### src/rtl/s_core_loader_pkg.sv
// Shared constants and types for the s_core program loader.
// Optional trailing checksum byte per frame: define S_CORE_LOADER_CHECKSUM_EN.
package s_core_loader_pkg;

  // Frame opcodes (first byte of each frame)
  localparam logic [7:0] CMD_IMEM  = 8'h01;
  localparam logic [7:0] CMD_REG   = 8'h02;
  localparam logic [7:0] CMD_START = 8'h03;

  // Field lengths in bytes
  localparam int WORD_BYTES    = 4;
  localparam int REG_IDX_BYTES = 1;

  // Loader state encoding
  typedef enum logic [2:0] {
    ST_IDLE  = 3'd0,
    ST_ADDR  = 3'd1,
    ST_DATA  = 3'd2,
    ST_ISSUE = 3'd3,
    ST_START = 3'd4,
    ST_RUN   = 3'd5,
    ST_CSUM  = 3'd6
  } state_t;

  function automatic logic is_known_cmd(input logic [7:0] b);
    return (b == CMD_IMEM) || (b == CMD_REG) || (b == CMD_START);
  endfunction

endpackage

### src/rtl/s_core_loader_shift.sv
// Little-endian 32-bit byte assembler. Byte n of a field lands in bits
// [8n+7:8n]. o_word already includes the byte being shifted in this cycle
// so the caller can capture a complete field on the accepting edge.
module ld_word_shift
  import s_core_loader_pkg::*;
(
  input  logic        clk,
  input  logic        rst,
  input  logic        i_clear,
  input  logic        i_shift_en,
  input  logic [7:0]  i_byte,
  output logic [31:0] o_word,
  output logic [1:0]  o_byte_idx,
  output logic        o_done
);

  logic [31:0] r_word;
  logic [1:0]  r_idx;
  logic [31:0] w_word;

  // Merge the incoming byte into its lane
  for (genvar gi = 0; gi < WORD_BYTES; gi++) begin : g_lane
    assign w_word[gi*8 +: 8] = (i_shift_en && (r_idx == 2'(gi))) ? i_byte : r_word[gi*8 +: 8];
  end

  // Hold the partial word and the next byte position; clear has priority
  always_ff @(posedge clk or posedge rst) begin
    if (rst) begin
      r_word <= '0;
      r_idx  <= '0;
    end else if (i_clear) begin
      r_word <= '0;
      r_idx  <= '0;
    end else if (i_shift_en) begin
      r_word <= w_word;
      r_idx  <= r_idx + 2'd1;
    end
  end

  assign o_word     = w_word;
  assign o_byte_idx = r_idx;
  assign o_done     = i_shift_en && (r_idx == 2'(WORD_BYTES - 1));

endmodule

### src/rtl/s_core_loader.sv
// s_core setup-side loader: decodes IMEM/REG/START frames from a byte
// stream and drives the core's load interface, holding the core in setup
// until a START frame. Optional trailing XOR checksum per frame when
// S_CORE_LOADER_CHECKSUM_EN is defined.
module s_core_loader
  import s_core_loader_pkg::*;
#(
  parameter int unsigned TIMEOUT_CYCLES   = 1024,
  parameter logic [31:0] RESET_START_ADDR = 32'h0000_0000
) (
  input  logic        clk,
  input  logic        rst,
  input  logic [7:0]  i_rx_data,
  input  logic        i_rx_valid,
  output logic        o_rx_ready,
  input  logic        i_reload,
  output logic        o_setup,
  output logic [31:0] o_inst_mem_addr,
  output logic [31:0] o_inst_mem_data,
  output logic        o_inst_mem_we,
  output logic [4:0]  o_load_reg_addr,
  output logic [31:0] o_load_reg_data,
  output logic        o_load_reg_we,
  output logic [31:0] o_pc_instr_start_addr,
  output logic        o_busy,
  output logic        o_err,
  output logic [15:0] o_frame_count
);

  localparam int CNT_W = $clog2(TIMEOUT_CYCLES + 1);
  localparam logic [CNT_W-1:0] TMO_LAST = CNT_W'(TIMEOUT_CYCLES - 1);

  state_t      r_state, w_state_next;
  logic [7:0]  r_cmd;
  logic [31:0] r_addr, r_data;
  logic [CNT_W-1:0] r_idle_cnt;
  logic        r_err;
  logic [15:0] r_frame_count;
  logic [31:0] r_pc, r_inst_addr, r_inst_data, r_reg_data;
  logic [4:0]  r_reg_addr;

  logic        w_rx_ready, w_accept, w_collect, w_timeout, w_err_set;
  logic        w_addr_done, w_data_done, w_sh_clear, w_sh_shift, w_sh_done;
  logic [31:0] w_word, w_addr_field, w_data_field;
  logic [1:0]  w_byte_idx;

  assign w_rx_ready = !((r_state == ST_ISSUE) || (r_state == ST_START) || (r_state == ST_RUN));
  assign w_accept   = i_rx_valid && w_rx_ready;
`ifdef S_CORE_LOADER_CHECKSUM_EN
  assign w_collect  = (r_state == ST_ADDR) || (r_state == ST_DATA) || (r_state == ST_CSUM);
`else
  assign w_collect  = (r_state == ST_ADDR) || (r_state == ST_DATA);
`endif
  // Abort on the TIMEOUT_CYCLES-th consecutive cycle with no accepted byte
  assign w_timeout  = w_collect && !w_accept && (r_idle_cnt == TMO_LAST);

  // REG index is a single byte; IMEM/START addresses are full words
  assign w_addr_done = (r_state == ST_ADDR) && w_accept &&
                       ((r_cmd == CMD_REG) ? (w_byte_idx == 2'(REG_IDX_BYTES - 1)) : w_sh_done);
  assign w_data_done = (r_state == ST_DATA) && w_sh_done;
  assign w_sh_shift  = w_accept && ((r_state == ST_ADDR) || (r_state == ST_DATA));
  assign w_sh_clear  = (r_state == ST_IDLE) || w_addr_done || i_reload;

  // Fields are taken straight from the assembler when the frame completes on
  // the last payload byte, otherwise from the captured copy (checksum path)
  assign w_addr_field = (r_state == ST_ADDR) ? w_word : r_addr;
  assign w_data_field = (r_state == ST_DATA) ? w_word : r_data;

  ld_word_shift u_shift (
    .clk        (clk),
    .rst        (rst),
    .i_clear    (w_sh_clear),
    .i_shift_en (w_sh_shift),
    .i_byte     (i_rx_data),
    .o_word     (w_word),
    .o_byte_idx (w_byte_idx),
    .o_done     (w_sh_done)
  );

`ifdef S_CORE_LOADER_CHECKSUM_EN
  logic [7:0] r_csum;
  // Running XOR of every accepted frame byte, restarted by the opcode
  always_ff @(posedge clk or posedge rst) begin
    if (rst)           r_csum <= '0;
    else if (w_accept) r_csum <= (r_state == ST_IDLE) ? i_rx_data : (r_csum ^ i_rx_data);
  end
`endif

  // State register
  always_ff @(posedge clk or posedge rst) begin
    if (rst) r_state <= ST_IDLE;
    else     r_state <= w_state_next;
  end

  // Next-state decode; reload overrides everything
  always_comb begin
    w_state_next = r_state;
    w_err_set    = 1'b0;
    case (r_state)
      ST_IDLE: if (w_accept) begin
        if (is_known_cmd(i_rx_data)) w_state_next = ST_ADDR;
        else                         w_err_set    = 1'b1;
      end
      ST_ADDR: if (w_timeout) begin
        w_state_next = ST_IDLE;
        w_err_set    = 1'b1;
      end else if (w_addr_done) begin
`ifdef S_CORE_LOADER_CHECKSUM_EN
        w_state_next = (r_cmd == CMD_START) ? ST_CSUM : ST_DATA;
`else
        w_state_next = (r_cmd == CMD_START) ? ST_START : ST_DATA;
`endif
      end
      ST_DATA: if (w_timeout) begin
        w_state_next = ST_IDLE;
        w_err_set    = 1'b1;
      end else if (w_data_done) begin
`ifdef S_CORE_LOADER_CHECKSUM_EN
        w_state_next = ST_CSUM;
`else
        w_state_next = ST_ISSUE;
`endif
      end
`ifdef S_CORE_LOADER_CHECKSUM_EN
      ST_CSUM: if (w_timeout) begin
        w_state_next = ST_IDLE;
        w_err_set    = 1'b1;
      end else if (w_accept) begin
        if (i_rx_data == r_csum) begin
          w_state_next = (r_cmd == CMD_START) ? ST_START : ST_ISSUE;
        end else begin
          w_state_next = ST_IDLE;
          w_err_set    = 1'b1;
        end
      end
`endif
      ST_ISSUE: w_state_next = ST_IDLE;
      ST_START: w_state_next = ST_RUN;
      ST_RUN:   w_state_next = ST_RUN;
      default:  w_state_next = ST_IDLE;
    endcase
    if (i_reload) begin
      w_state_next = ST_IDLE;
      w_err_set    = 1'b0;
    end
  end

  // Opcode and field capture
  always_ff @(posedge clk or posedge rst) begin
    if (rst) begin
      r_cmd  <= '0;
      r_addr <= '0;
      r_data <= '0;
    end else begin
      if ((r_state == ST_IDLE) && w_accept) r_cmd  <= i_rx_data;
      if (w_addr_done)                      r_addr <= w_word;
      if (w_data_done)                      r_data <= w_word;
    end
  end

  // Inter-byte idle counter, only running mid-frame
  always_ff @(posedge clk or posedge rst) begin
    if (rst)                                   r_idle_cnt <= '0;
    else if (!w_collect || w_accept || i_reload || w_timeout) r_idle_cnt <= '0;
    else                                       r_idle_cnt <= r_idle_cnt + 1'b1;
  end

  // Load-interface registers, error flag and frame counter
  always_ff @(posedge clk or posedge rst) begin
    if (rst) begin
      r_inst_addr   <= '0;
      r_inst_data   <= '0;
      r_reg_addr    <= '0;
      r_reg_data    <= '0;
      r_pc          <= RESET_START_ADDR;
      r_err         <= 1'b0;
      r_frame_count <= '0;
    end else begin
      if (w_state_next == ST_ISSUE) begin
        if (r_cmd == CMD_IMEM) begin
          r_inst_addr <= w_addr_field;
          r_inst_data <= w_data_field;
        end
        if (r_cmd == CMD_REG) begin
          r_reg_addr <= w_addr_field[4:0];
          r_reg_data <= w_data_field;
        end
      end
      if (w_state_next == ST_START) r_pc <= w_addr_field;
      if ((w_state_next == ST_ISSUE) || (w_state_next == ST_START))
        r_frame_count <= r_frame_count + 16'd1;
      if (i_reload)       r_err <= 1'b0;
      else if (w_err_set) r_err <= 1'b1;
    end
  end

  assign o_rx_ready            = w_rx_ready;
  assign o_setup               = (r_state != ST_RUN);
  assign o_busy                = w_collect || (r_state == ST_ISSUE) || (r_state == ST_START);
  assign o_inst_mem_addr       = r_inst_addr;
  assign o_inst_mem_data       = r_inst_data;
  assign o_inst_mem_we         = (r_state == ST_ISSUE) && (r_cmd == CMD_IMEM);
  assign o_load_reg_addr       = r_reg_addr;
  assign o_load_reg_data       = r_reg_data;
  // Register 0 is hardwired in the core, so its write strobe is suppressed
  assign o_load_reg_we         = (r_state == ST_ISSUE) && (r_cmd == CMD_REG) && (r_reg_addr != 5'd0);
  assign o_pc_instr_start_addr = r_pc;
  assign o_err                 = r_err;
  assign o_frame_count         = r_frame_count;

endmodule

### config.mk
export PLATFORM = sky130hd
export DESIGN_NAME = s_core_loader
export DESIGN_NICKNAME = d
export VERILOG_FILES = /design/src/rtl/s_core_loader_pkg.sv /design/src/rtl/s_core_loader_shift.sv /design/src/rtl/s_core_loader.sv
export SDC_FILE = /design/constraint.sdc
export NUM_CORES = 1
export LEC_CHECK = 0
export ABC_CLOCK_PERIOD_IN_PS = 9900
export CORE_AREA = 2 2 135 202
export CTS_CLUSTER_SIZE = 10
export DETAILED_ROUTE_END_ITERATION = 8
export DIE_AREA = 0 0 137 204
export PLACE_DENSITY = 0.68
export SETUP_SLACK_MARGIN = 0.4
export SLEW_MARGIN = 5
export SYNTH_ARGS = -nofsm -noshare
export SYNTH_HDL_FRONTEND = slang
export SYNTH_HIERARCHICAL = 1
export SYNTH_SLANG_ARGS = --single-unit
### constraint.sdc
create_clock -name clk -period 9.9 [get_ports clk]
set_input_delay 1.98 -clock clk [delete_from_list [all_inputs] [get_ports clk]]
set_output_delay 1.98 -clock clk [all_outputs]
set_load 0.01 [all_outputs]
# After elaboration in Yosys (flattened, before gate mapping)
# Cells that the tools add are included.
dict set report op_classes {
  n_addsub 3
  eq_ne 18
  mux 28
  n_reduce_logical 40
}
# operator n
set ops {}
lappend ops {{2-to-1 mux 32 bit} 4}
lappend ops {{== test 8 x 2 -> 1 bit (second input constant)} 4}
lappend ops {{2-to-1 mux 8 bit} 4}
lappend ops {{2-to-1 mux 3 bit} 8}
lappend ops {{adder 16 x 1 -> 16 bit (second input constant)} 1}
lappend ops {{== test 8 x 1 -> 1 bit (second input constant)} 2}
lappend ops {{logical AND 1 bit} 15}
lappend ops {{logical OR 1 bit} 13}
lappend ops {{one-hot mux 3 bit (4 select lines)} 1}
lappend ops {{adder 11 x 1 -> 11 bit (second input constant)} 1}
lappend ops {{== test 11 x 10 -> 1 bit (second input constant)} 1}
lappend ops {{2-to-1 mux 11 bit} 1}
lappend ops {{== test 3 x 2 -> 1 bit (second input constant)} 3}
lappend ops {{== test 3 bit (second input constant)} 3}
lappend ops {{2-to-1 mux 1 bit} 7}
lappend ops {{nonzero test 5 bit} 1}
lappend ops {{== test 2 bit (second input constant)} 2}
lappend ops {{2-to-1 mux 2 bit} 2}
lappend ops {{AND reduction 2 bit} 2}
lappend ops {{nonzero test 2 bit} 2}
lappend ops {{OR reduction 2 bit} 2}
lappend ops {{== test 3 x 1 -> 1 bit (second input constant)} 1}
lappend ops {{zero test 1 bit} 3}
lappend ops {{zero test 3 bit} 1}
lappend ops {{5 further kinds} 5}
dict set report totals {
  reg_bits 270
  input_bits 12
  out_inout_bits 155
  wordCells 103
}

# Depth between registers and ports, before layout
# Gate-level depths: netlist of the first run.
dict set report depth {
  depth_word 15
  depth_mapped 16
  mapped_depth_nobuf 10
}

# By module
# The synthesis of the first run kept the hierarchy.
# module instances cells_each area_per_inst_um2 seq_area_each_um2
set modules_own_cells {}
lappend modules_own_cells {s_core_loader 1 832 9781.9 5905.7}
lappend modules_own_cells {ld_word_shift 1 163 2068.2 850.8}

# Worst setup path before layout of the first run
# No wires, ideal clock.
dict set report synth_timing {
  path_type {input -> register}
  from {in i_rx_valid}
  to {reg r_inst_data[0], in the netlist o_inst_mem_data[0]}
  setup_ns 0.137
  arrival_time_ns 4.469
  required_time_ns 9.763
  path_slack_ns 5.294
  cell_stages 14
  n_path_buf 5
  cell_sequence {nand2b_1 > nor2_1 > buf_6 > nand2_4 > inv_4 > buf_12 > nor2b_1 > and3_1 > clkbuf_1 > nor3b_1 > nor3b_1 > clkbuf_1 > clkbuf_1 > a21oi_1}
}
dict set report synth_between {
  elab_chain_cells 11
  elab_cells_between_ends 22
  classes_between {eq/ne: 1; mux: 10; reduce/logical: 11}
}
# item line
set synth_lines {}
lappend synth_lines {{from (decl)} s_core_loader.sv:14} ;# input logic i_rx_valid,
lappend synth_lines {{logical AND 1 bit (*)} s_core_loader.sv:48} ;# assign w_accept = i_rx_valid && w_rx_ready;
lappend synth_lines {{logical AND 1 bit (*)} s_core_loader.sv:61} ;# assign w_sh_shift = w_accept && ((r_state == ST_ADDR) || (r_state == ST_DATA));
lappend synth_lines {{net w_sh_shift} s_core_loader.sv:43} ;# logic w_addr_done, w_data_done, w_sh_clear, w_sh_shift, w_sh_done;
lappend synth_lines {{logical AND 1 bit (*)} s_core_loader_shift.sv:42} ;# assign o_done = i_shift_en && (r_idx == 2'(WORD_BYTES - 1));
lappend synth_lines {{net w_sh_done} s_core_loader.sv:43}
lappend synth_lines {{2-to-1 mux 1 bit} s_core_loader.sv:59} ;# ((r_cmd == CMD_REG) ? (w_byte_idx == 2'(REG_IDX_BYTES - 1)) : w_sh_done);
lappend synth_lines {{logical AND 1 bit} s_core_loader.sv:58} ;# assign w_addr_done = (r_state == ST_ADDR) && w_accept &&
lappend synth_lines {{2-to-1 mux 3 bit} s_core_loader.sv:107} ;# end else if (w_addr_done) begin
lappend synth_lines {{2-to-1 mux 3 bit} s_core_loader.sv:104} ;# ST_ADDR: if (w_timeout) begin
lappend synth_lines {{one-hot mux 3 bit (4 select lines) (*)} s_core_loader.sv:99} ;# case (r_state)
lappend synth_lines {{2-to-1 mux 3 bit (*)} s_core_loader.sv:142} ;# if (i_reload) begin
lappend synth_lines {{== test 3 x 2 -> 1 bit (*)} s_core_loader.sv:179} ;# if (w_state_next == ST_ISSUE) begin
lappend synth_lines {{AND reduction 2 bit (no source line) (*)} n/a}
lappend synth_lines {{to (signal assigned)} s_core_loader.sv:182} ;# r_inst_data <= w_data_field;
lappend synth_lines {{to (decl)} s_core_loader.sv:39} ;# logic [31:0] r_pc, r_inst_addr, r_inst_data, r_reg_data;
# Mark *: on every way through the listed nets, which the timed path passes. The rest lies on a longest branch.
# A chain may end at the register's enable or synchronous reset.

# Worst setup path in the final report of the first run
dict set report layout_timing {
  from {in i_rx_valid}
  to {reg r_reg_data[11], in the netlist o_load_reg_data[11]}
}
dict set report layout_between {
  elab_chain_cells 11
  elab_cells_between_ends 22
  classes_between {eq/ne: 1; mux: 10; reduce/logical: 11}
}
# item line
set layout_lines {}
lappend layout_lines {{logical AND 1 bit (*)} s_core_loader.sv:48}
lappend layout_lines {{logical AND 1 bit (*)} s_core_loader.sv:61}
lappend layout_lines {{net w_sh_shift} s_core_loader.sv:43}
lappend layout_lines {{logical AND 1 bit (*)} s_core_loader_shift.sv:42}
lappend layout_lines {{net w_sh_done} s_core_loader.sv:43}
lappend layout_lines {{2-to-1 mux 1 bit} s_core_loader.sv:59}
lappend layout_lines {{logical AND 1 bit} s_core_loader.sv:58}
lappend layout_lines {{2-to-1 mux 3 bit} s_core_loader.sv:107}
lappend layout_lines {{2-to-1 mux 3 bit} s_core_loader.sv:104}
lappend layout_lines {{one-hot mux 3 bit (4 select lines) (*)} s_core_loader.sv:99}
lappend layout_lines {{2-to-1 mux 3 bit (*)} s_core_loader.sv:142}
lappend layout_lines {{== test 3 x 2 -> 1 bit (*)} s_core_loader.sv:179}
lappend layout_lines {{AND reduction 2 bit (no source line) (*)} n/a}
lappend layout_lines {{to (signal assigned)} s_core_loader.sv:186} ;# r_reg_data <= w_data_field;
lappend layout_lines {{to (decl)} s_core_loader.sv:39}
# Marked as above.

==> results of run 1 <==
-- cell families after synthesis --
family / after synthesis / synth area share (%)
flops: 270 / 57.0
simple gates: 247 / 10.5
mux: 232 / 20.9
compound gates: 117 / 5.11
buf+inv: 98 / 3.93
xor+xnor: 25 / 1.85
fa+ha+maj: 6 / 0.633
-- cell usage after synthesis (14+ instances only) --
| cell | n | area [um^2] |
|---|---|---|
| dfrtp_1 | 270 | 6760 |
| mux2i_1 | 129 | 1290 |
| mux2_2 | 95 | 1070 |
| nor2_1 | 92 | 345 |
| a21oi_1 | 70 | 350 |
| nand2_1 | 52 | 195 |
| nand2b_1 | 43 | 269 |
| inv_1 | 42 | 158 |
| o21ai_0 | 40 | 200 |
| clkbuf_1 | 35 | 131 |
| xnor2_1 | 14 | 123 |
-- power by group through the flow --
| stage | clock network, mW | logic [mW] | registers, mW |
|---|---|---|---|
| floorplan | 0 | 0.0247 | 1.13 |
| CTS | 0.986 | 0.0463 | 1.11 |
| finish | 0.959 | 0.0444 | 1.11 |
| global route | 1.03 | 0.0508 | 1.11 |
| detailed placement | 0 | 0.0463 | 1.13 |
| global placement | 0 | 0.0457 | 1.13 |
-- final cells by class --
type,instances,area [um^2]
fillers,2304,11700
flip-flops and latches,270,6760
multi-input cells,627,4660
repair buffers,181,1770
clock buffers,33,783
well taps,337,422
inverters,43,171
clock inverters,2,17.5
-- worst max path at each step --
stage | from | endpoint | depth (start not counted)
3_3_place_gp | i_rx_valid | o_load_reg_addr[1] | 13
4_1_cts | i_rx_valid | o_load_reg_addr[1] | 13
3_5_place_dp | i_rx_valid | o_load_reg_data[11] | 13
2_1_floorplan | rst | o_err | 1
6_report | i_rx_valid | o_load_reg_data[11] | 13
5_1_grt | i_rx_valid | o_load_reg_data[3] | 13
-- worst max-delay path, delay by kind of cell --
kind / cells / cell delay (ns)
buffers and inverters: 4 / 1.47
and+or+nand+nor: 8 / 2.54
AOI/OAI and AO/OA: 1 / 0.09
-- per-layer routing --
layer  GRT usage (%)  routed length, um
met1            24.8              11200
met2            34.0              13900
met3            2.60               1010
met4            5.56                502
met5               0                  0
-- flip-flops by register name, indices dropped and copies added (netlist names), 11 cells and up --
register and cells:
o_load_reg_data 32, o_frame_count 16, r_data 32, r_idle_cnt 11
o_inst_mem_addr 32, u_shift/r_word 32, r_addr 32, o_pc_instr_start_addr 32
o_inst_mem_data 32
-- metrics by stage --
stage | util, % | setup slack (ns) | power, mW | hold slack (ns)
2_1_floorplan | - | 1.45 | 1.16 | 0.480
3_3_place_gp | 52.4 | 3.83 | 1.18 | 0.464
3_5_place_dp | 52.4 | 3.63 | 1.18 | 0.466
4_1_cts | 55.4 | 4.19 | 2.14 | 0.473
5_1_grt | 55.4 | 3.74 | 2.19 | 0.496
6_report | 55.4 | 4.19 | 2.12 | 0.475
==> flow_metrics.tcl, run 1 <==
set metrics [dict create \
    seq_area_frac_synth_pct 57.0 \
    area_growth_pct 23.0 \
    io_pins 167 \
    rr_worst_depth 12 \
    max-vdd-ir-drop_mv 0.125 \
    setup_viol 0 \
    drtPass1Iterations 4 \
    grt-ovfl-total 0 \
    dr_total_vias 7757 \
    numCtsBuffers 31 \
    drt_wl_total_mm 26.6 \
    antenna_found_initial 0 \
    clockBufferDepth 3 \
    port_buffers 166 \
    p_int_mw 1.67 \
    cp_slowest_cell "and3_2" \
    drc_errors 0 \
    syn_inst 995 \
    cp_data_required_time_ns 10.30 \
    netlist_area_um2 11900 \
    final_common_cell "dfrtp_1" \
    pwr-share-comb_pct 2.1 \
    clock_power_share_pct 45.3 \
    hold_buffers 0 \
    cts-htree-levels 1 \
    dpl.hpwl_mm 17.9 \
    cpMostUsedCell "buf_4" \
    grt_setup_unrepaired "no" \
    setup_tns_ns 0 \
    switchingPower_uw 445 \
    r2r-end "o_load_reg_data[11]" \
    clkTransAtPathRegs_ns 0.06 \
    path_cells "clkdlybuf4s50_1 > nand2b_1 > nor2_1 > buf_4 > nand2_4 > inv_4 > nor2b_1 > and3_2 > nor3b_1 > nand2_2 > buf_4 > nand2_1 > o21ai_0" \
    synth_cell_types 43 \
    placedCellCount 1458 \
    switching_share_pct 21.0 \
    rows 73 \
    leakage_nw 6.61 \
    async_flop_share_pct 100 \
    hp-start "o_frame_count[15]" \
    dieArea_um2 27900 \
    crit_fanout 42 \
    synth_nets 1013 \
    r2r_start "r_state[1]" \
    finalCriticalPeriod_ns 5.71 \
    drive_gt1_share_pct 14.4 \
    holdPathEnd "o_frame_count[15]" \
    grt_max_degree 118 \
    mostFrequentLayoutCells "dfrtp_1, clkdlybuf4s50_1, mux2i_1" \
    cts_setup_buffers 0 \
    clkLatencyLatePin_ns 0.54 \
    r2r_setup_slack_ns 5.57 \
    fin_worst_skew_ns 0.0121 \
    final_area_um2 14600 \
    cap_violations 0 \
    power_density_nw_per_um2 145 \
    drt-wirelength-per-cell_um 17.8 \
    cp-end-kind "flop" \
    drtIter0Drc 343 \
    gp_congestion 0.808 \
    layout.cells.non_filler 1493 \
    diodes 0 \
    status "finished, final reports clean" \
    cts_resized 0 \
    placed_area_um2 13800 \
    die_x_um 137 \
    ant_nets 0 \
    die_y_um 204 \
    p_seq_share_pct 52.6 \
    core_um2 26300 \
    start_util_pct 45.0 \
    fmax_mhz 175 \
    vias_per_cell 5.20 \
    clock_sinks 270 \
    critPathKind "input pin to flop" \
    ys_warn_count 6 \
    critPathLaunchType "input pin" \
    grtUsageTotal_pct 19.3 \
    min_path_cells 1 \
    ys.flop_type "dfrtp_1" \
    slew_headroom_pct 42.8 \
    cts_tree "yes" \
    period_share_pct 57.7 \
    fin_nets 1172 \
    cts_root_buffer "clkbuf_16" \
    synth_edf_count 0 \
    hold_viol 0 \
    cp.arrival_ns 6.11 \
    grt_pass1_vias 7937 \
    ys_seq_elements 270 \
    synth.avg_cell_area_um2 11.9 \
    final-max-slew-violation-count 0 \
    critPathMaxStageDelay_ns 0.73 \
    hold_path_class "flop to flop" \
    grt_pass1_wl_mm 42.7 \
    tightest_slew_ns 0.858 \
]
No activity file was read; power rests on OpenSTA's default activity.
==> run 2: changes to the inputs <==
--- a/config.mk
+++ b/config.mk
@@ -5,7 +5,7 @@
 export SDC_FILE = /design/constraint.sdc
 export NUM_CORES = 1
 export LEC_CHECK = 0
-export ABC_CLOCK_PERIOD_IN_PS = 9900
+export ABC_CLOCK_PERIOD_IN_PS = 5500
 export CORE_AREA = 2 2 135 202
 export CTS_CLUSTER_SIZE = 10
 export DETAILED_ROUTE_END_ITERATION = 8
==> constraint.sdc (replaced) <==
create_clock -name clk -period 5.5 [get_ports clk]
set_input_delay 1.1 -clock clk [delete_from_list [all_inputs] [get_ports clk]]
set_output_delay 1.1 -clock clk [all_outputs]
set_load 0.01 [all_outputs]
==> run 2 against run 1 <==
Effect of this change:
- clock skew shrank 0.0037 ns
- worst hold slack lost 0.00073 ns
- critical path type unchanged
- total power grew 79%
- global-route usage grew 0.11 points
- non-clock buffer count grew 6
- sequential power grew 80%
- clock power grew 77%
- sequential cell count is the same
- die area is the same
- critical path depth is the same
- setup slack lost 2.7 ns
- sequential share of layout area shrank 0.21 points
==> flow_metrics.tcl, run 2 (same netlist as run 1, synthesis figures left out) <==
set metrics [dict create \
    r2r_setup_slack_ns 1.92 \
    fin_nets 1177 \
    final_common_cell "dfrtp_1" \
    clkLatencyLatePin_ns 0.54 \
    fillCellCount 2291 \
    drive_gt1_share_pct 14.7 \
    final-max-slew-violation-count 0 \
    cap_violations 0 \
    rows 73 \
    vias_per_cell 5.20 \
    clockBufferDepth 3 \
    clkTransAtPathRegs_ns 0.06 \
    dr_total_vias 7777 \
    core_um2 26300 \
    drtPass1Iterations 5 \
    port_buffers 166 \
    tightest_slew_ns 0.812 \
    io_pins 167 \
    fin_worst_skew_ns 0.00847 \
    r2r_start "r_state[2]" \
    wl_met2_mm 14.5 \
    grt_setup_unrepaired "no" \
    start_util_pct 45.0 \
    total_power_mw 3.78 \
    status "finished, final reports clean" \
    hold_buffers 0 \
    hold_viol 0 \
    crit_end "o_load_reg_data[20]" \
    crit_fanout 40 \
    critPathKind "input pin to flop" \
    antenna_found_initial 0 \
    drt-wirelength-per-cell_um 18.0 \
    mostFrequentLayoutCells "dfrtp_1, clkdlybuf4s50_1, mux2i_1" \
    dieArea_um2 27900 \
    cp.arrival_ns 4.47 \
    critPathLaunch "i_rx_valid" \
    max-vdd-ir-drop_mv 0.234 \
    cts_root_buffer "clkbuf_16" \
    grt_pass1_wl_mm 42.7 \
    cts_resized 0 \
    grtUsageTotal_pct 19.5 \
    rr_worst_depth 12 \
    drt_wl_total_mm 26.9 \
    grt-ovfl-total 0 \
    numCtsBuffers 30 \
    gp_congestion 0.831 \
    setup_tns_ns 0 \
    cts_setup_buffers 0 \
    fmax_mhz 249 \
    dr_wl_met3_um 803 \
    top_layer_used "met4" \
    power_density_nw_per_um2 258 \
    die_y_um 204 \
    dpl.hpwl_mm 18.4 \
    cts-htree-levels 1 \
    finalCriticalPeriod_ns 4.02 \
    die_x_um 137 \
    ant_nets 0 \
    critPathLaunchType "input pin" \
    period_share_pct 73.1 \
    m1WireLength_mm 11.2 \
    area_growth_pct 23.6 \
    post-route-util_pct 55.7 \
    hold_path_class "flop to flop" \
    slew_headroom_pct 45.7 \
    leakage_nw 6.63 \
    drc_errors 0 \
    cp_data_required_time_ns 5.95 \
    cts_tree "yes" \
    cp-end-kind "flop" \
    setup_viol 0 \
    r2r-end "o_load_reg_data[20]" \
    clock_sinks 270 \
    grt_max_degree 137 \
    grt_pass1_vias 7875 \
    drtIter0Drc 343 \
    diodes 0 \
]
run 2: layer usage:
metal  track usage [%]  vias up
met5                 0        -
met4              4.75        0
met3              2.26       25
met2              35.4      148
met1              24.4     3890
li1                  -     3714
run 2: how the worst min path moves through the flow:
stage | startpoint | end | cells after the start
finish | o_frame_count[15] | o_frame_count[15] | 1
global route | o_frame_count[15] | o_frame_count[15] | 1
CTS | o_frame_count[15] | o_frame_count[15] | 1
detailed placement | o_frame_count[15] | o_frame_count[15] | 1
global placement | o_load_reg_data[23] | o_load_reg_data[23] | 2
floorplan | r_addr[28] | r_addr[28] | 1
run 2: layout make-up:
cell class | instances | area [um^2] | share of cell area [%]
sequential | 270 | 6760 | 46.1
inverter | 43 | 168 | 1.14
tap | 337 | 422 | 2.88
clock buffer | 31 | 776 | 5.30
multi-input combinational | 627 | 4660 | 31.8
timing repair buffer | 187 | 1870 | 12.8
run 2: power breakdown:
| part | internal, mW | switching [mW] | total [mW] |
|---|---|---|---|
| sequential | 2.00 | 0.00616 | 2.00 |
| clock | 0.977 | 0.719 | 1.70 |
| combinational | 0.0210 | 0.0585 | 0.0795 |
run 2: stage by stage:
stage / cell area [um^2] / instances / setup slack, ns / hold slack, ns
final: 14600 / 1495 / 1.48 / 0.474
after global routing: 14600 / 1495 / 1.21 / 0.496
after CTS: 14600 / 1495 / 1.43 / 0.473
after detailed placement: 13900 / 1464 / 0.915 / 0.466
after global placement: 13900 / 1464 / 0.953 / 0.460
after floorplan: 11900 / 995 / 1.31 / 0.480
run 2: worst max-delay path: stages:
cell and delay [ns]:
clkdlybuf4s50_1 0.55, nand2b_1 0.18, nor2_1 0.13, buf_4 0.26, nand2_4 0.10, inv_4 0.20
nor2b_1 0.25, and3_2 0.22, nor3b_1 0.18, buf_4 0.19, nand2_2 0.47, buf_4 0.41
o21ai_0 0.21
==> run 3: changes to the inputs <==
--- a/config.mk
+++ b/config.mk
@@ -5,7 +5,7 @@
 export SDC_FILE = /design/constraint.sdc
 export NUM_CORES = 1
 export LEC_CHECK = 0
-export ABC_CLOCK_PERIOD_IN_PS = 5500
+export ABC_CLOCK_PERIOD_IN_PS = 4000
 export CORE_AREA = 2 2 135 202
 export CTS_CLUSTER_SIZE = 10
 export DETAILED_ROUTE_END_ITERATION = 8
==> constraint.sdc (replaced) <==
create_clock -name clk -period 4 [get_ports clk]
set_input_delay 0.8 -clock clk [delete_from_list [all_inputs] [get_ports clk]]
set_output_delay 0.8 -clock clk [all_outputs]
set_load 0.01 [all_outputs]
==> run 3 against run 2 <==
Effect of this change:
- highest routed layer unchanged
- critical path depth shrank 10
- setup slack lost 0.92 ns
- clock power grew 38%
- design area grew 0.24%
- first-iteration DRC count shrank 10%
- clock skew grew 0.0077 ns
- global-route usage grew 0.28 points
- critical path type is now flop to output pin
- non-clock buffer count grew 3
- sequential share of layout area shrank 0.11 points
- die area is the same
- total power grew 38%
- utilization grew 0.13 points
- critical endpoint is now o_load_reg_we
- largest cell class unchanged
==> flow_metrics.tcl, run 3 (same netlist as run 1, synthesis figures left out) <==
set metrics [dict create \
    diodes 0 \
    fin_worst_hold_slack_ns 0.468 \
    power_density_nw_per_um2 355 \
    dpl.hpwl_mm 18.3 \
    setup_viol 0 \
    placedCellCount 1467 \
    numCtsBuffers 30 \
    core_um2 26300 \
    layout.cells.non_filler 1498 \
    drive_gt1_share_pct 14.9 \
    placed_area_um2 13900 \
    clkTransAtPathRegs_ns 0.06 \
    antenna_found_initial 0 \
    hold_viol 0 \
    critPathLaunch "r_cmd[3]" \
    slew_headroom_pct 48.6 \
    final.setup.worst_slack_ns 0.553 \
    drc_errors 0 \
    dr_total_vias 7784 \
    leakage_nw 6.66 \
    final_common_cell "dfrtp_1" \
    critPathLaunchType "flop" \
    vias_per_cell 5.20 \
    cts_setup_buffers 0 \
    grtUsageTotal_pct 19.7 \
    start_util_pct 45.0 \
    max-vdd-ir-drop_mv 0.311 \
    fmax_mhz 290 \
    tightest_slew_ns 0.769 \
    fin_nets 1180 \
    cts_resized 0 \
    grt_pass1_vias 7948 \
    cts_tree "yes" \
    gp_congestion 0.827 \
    drtIter0Drc 308 \
    cts_root_buffer "clkbuf_16" \
    cp.arrival_ns 2.65 \
    cap_violations 0 \
    multi_input_area_um2 4660 \
    setup_tns_ns 0 \
    clkLatencyLatePin_ns 0.55 \
    io_pins 167 \
    preCtsSetupSlack_ns 0.363 \
    grt_setup_unrepaired "no" \
    dieArea_um2 27900 \
    critPathKind "flop to output pin" \
    mostFrequentLayoutCells "dfrtp_1, clkdlybuf4s50_1, mux2i_1" \
    drtPass1Iterations 4 \
    cp_data_required_time_ns 3.20 \
    fin_worst_skew_ns 0.0162 \
    ant_nets 0 \
    grt_max_degree 129 \
    r2r_start "r_cmd[3]" \
    final-max-slew-violation-count 0 \
    cts-htree-levels 1 \
    drt_wl_total_mm 27.0 \
    path_cells "or4_1 > nor4_1 > clkdlybuf4s50_1" \
    die_y_um 204 \
    cp_slowest_cell "clkdlybuf4s50_1" \
    status "finished, final reports clean" \
    hp-start "o_frame_count[15]" \
    critPathMaxStageDelay_ns 0.64 \
    ff_latch_area_um2 6760 \
    clockBufferDepth 3 \
    finalCriticalPeriod_ns 3.45 \
    post-route-util_pct 55.8 \
    total_power_mw 5.21 \
    final_area_um2 14700 \
    drt-wirelength-per-cell_um 18.0 \
    clock_sinks 270 \
    hold_buffers 0 \
    area_growth_pct 23.9 \
    port_buffers 166 \
    grt_pass1_wl_mm 43.4 \
    grt-ovfl-total 0 \
    die_x_um 137 \
    crit_fanout 4 \
    cp-end-kind "output pin" \
    fillCellCount 2305 \
    rows 73 \
    period_share_pct 86.2 \
    hold_path_class "flop to flop" \
]
run 3: layer usage:
metal | up-vias | GRT usage [%] | routed length, um
li1 | 3696 | - | -
met1 | 3899 | 25.3 | 11300
met2 | 158 | 34.9 | 14300
met3 | 31 | 2.46 | 889
met4 | 0 | 5.45 | 540
met5 | - | 0 | 0
run 3: final cells by class:
type                    instances  area share [%]
flip-flops and latches        270            46.0
multi-input cells             627            31.7
repair buffers                190            13.0
clock buffers                  31            5.28
well taps                     337            2.87
inverters                      43            1.14
run 3: power breakdown:
part / leakage (nW) / internal (mW) / switching [mW] / total (mW)
logic: 2.69 / 0.0329 / 0.0829 / 0.116
registers: 3.58 / 2.74 / 0.00808 / 2.75
clock network: 0.382 / 1.34 / 1.00 / 2.35
run 3: final timing paths:
path                       cells after the start                   endpoint  slack [ns]
max                                            3              o_load_reg_we        0.55
min                                            1          o_frame_count[15]        0.47
max reg2reg                                    7  o_pc_instr_start_addr[12]        0.91
min reg2reg                                    1          o_frame_count[15]        0.47
max in group asynchronous                      3  o_pc_instr_start_addr[11]        2.39
min in group asynchronous                      2         u_shift/r_word[12]        0.57
run 3: critical path: cells and delay by family (launching register included):
kind,cells,cell delay [ns]
buffers and inverters,1,0.64
DFF,1,0.38
and+or+nand+nor,2,1.07
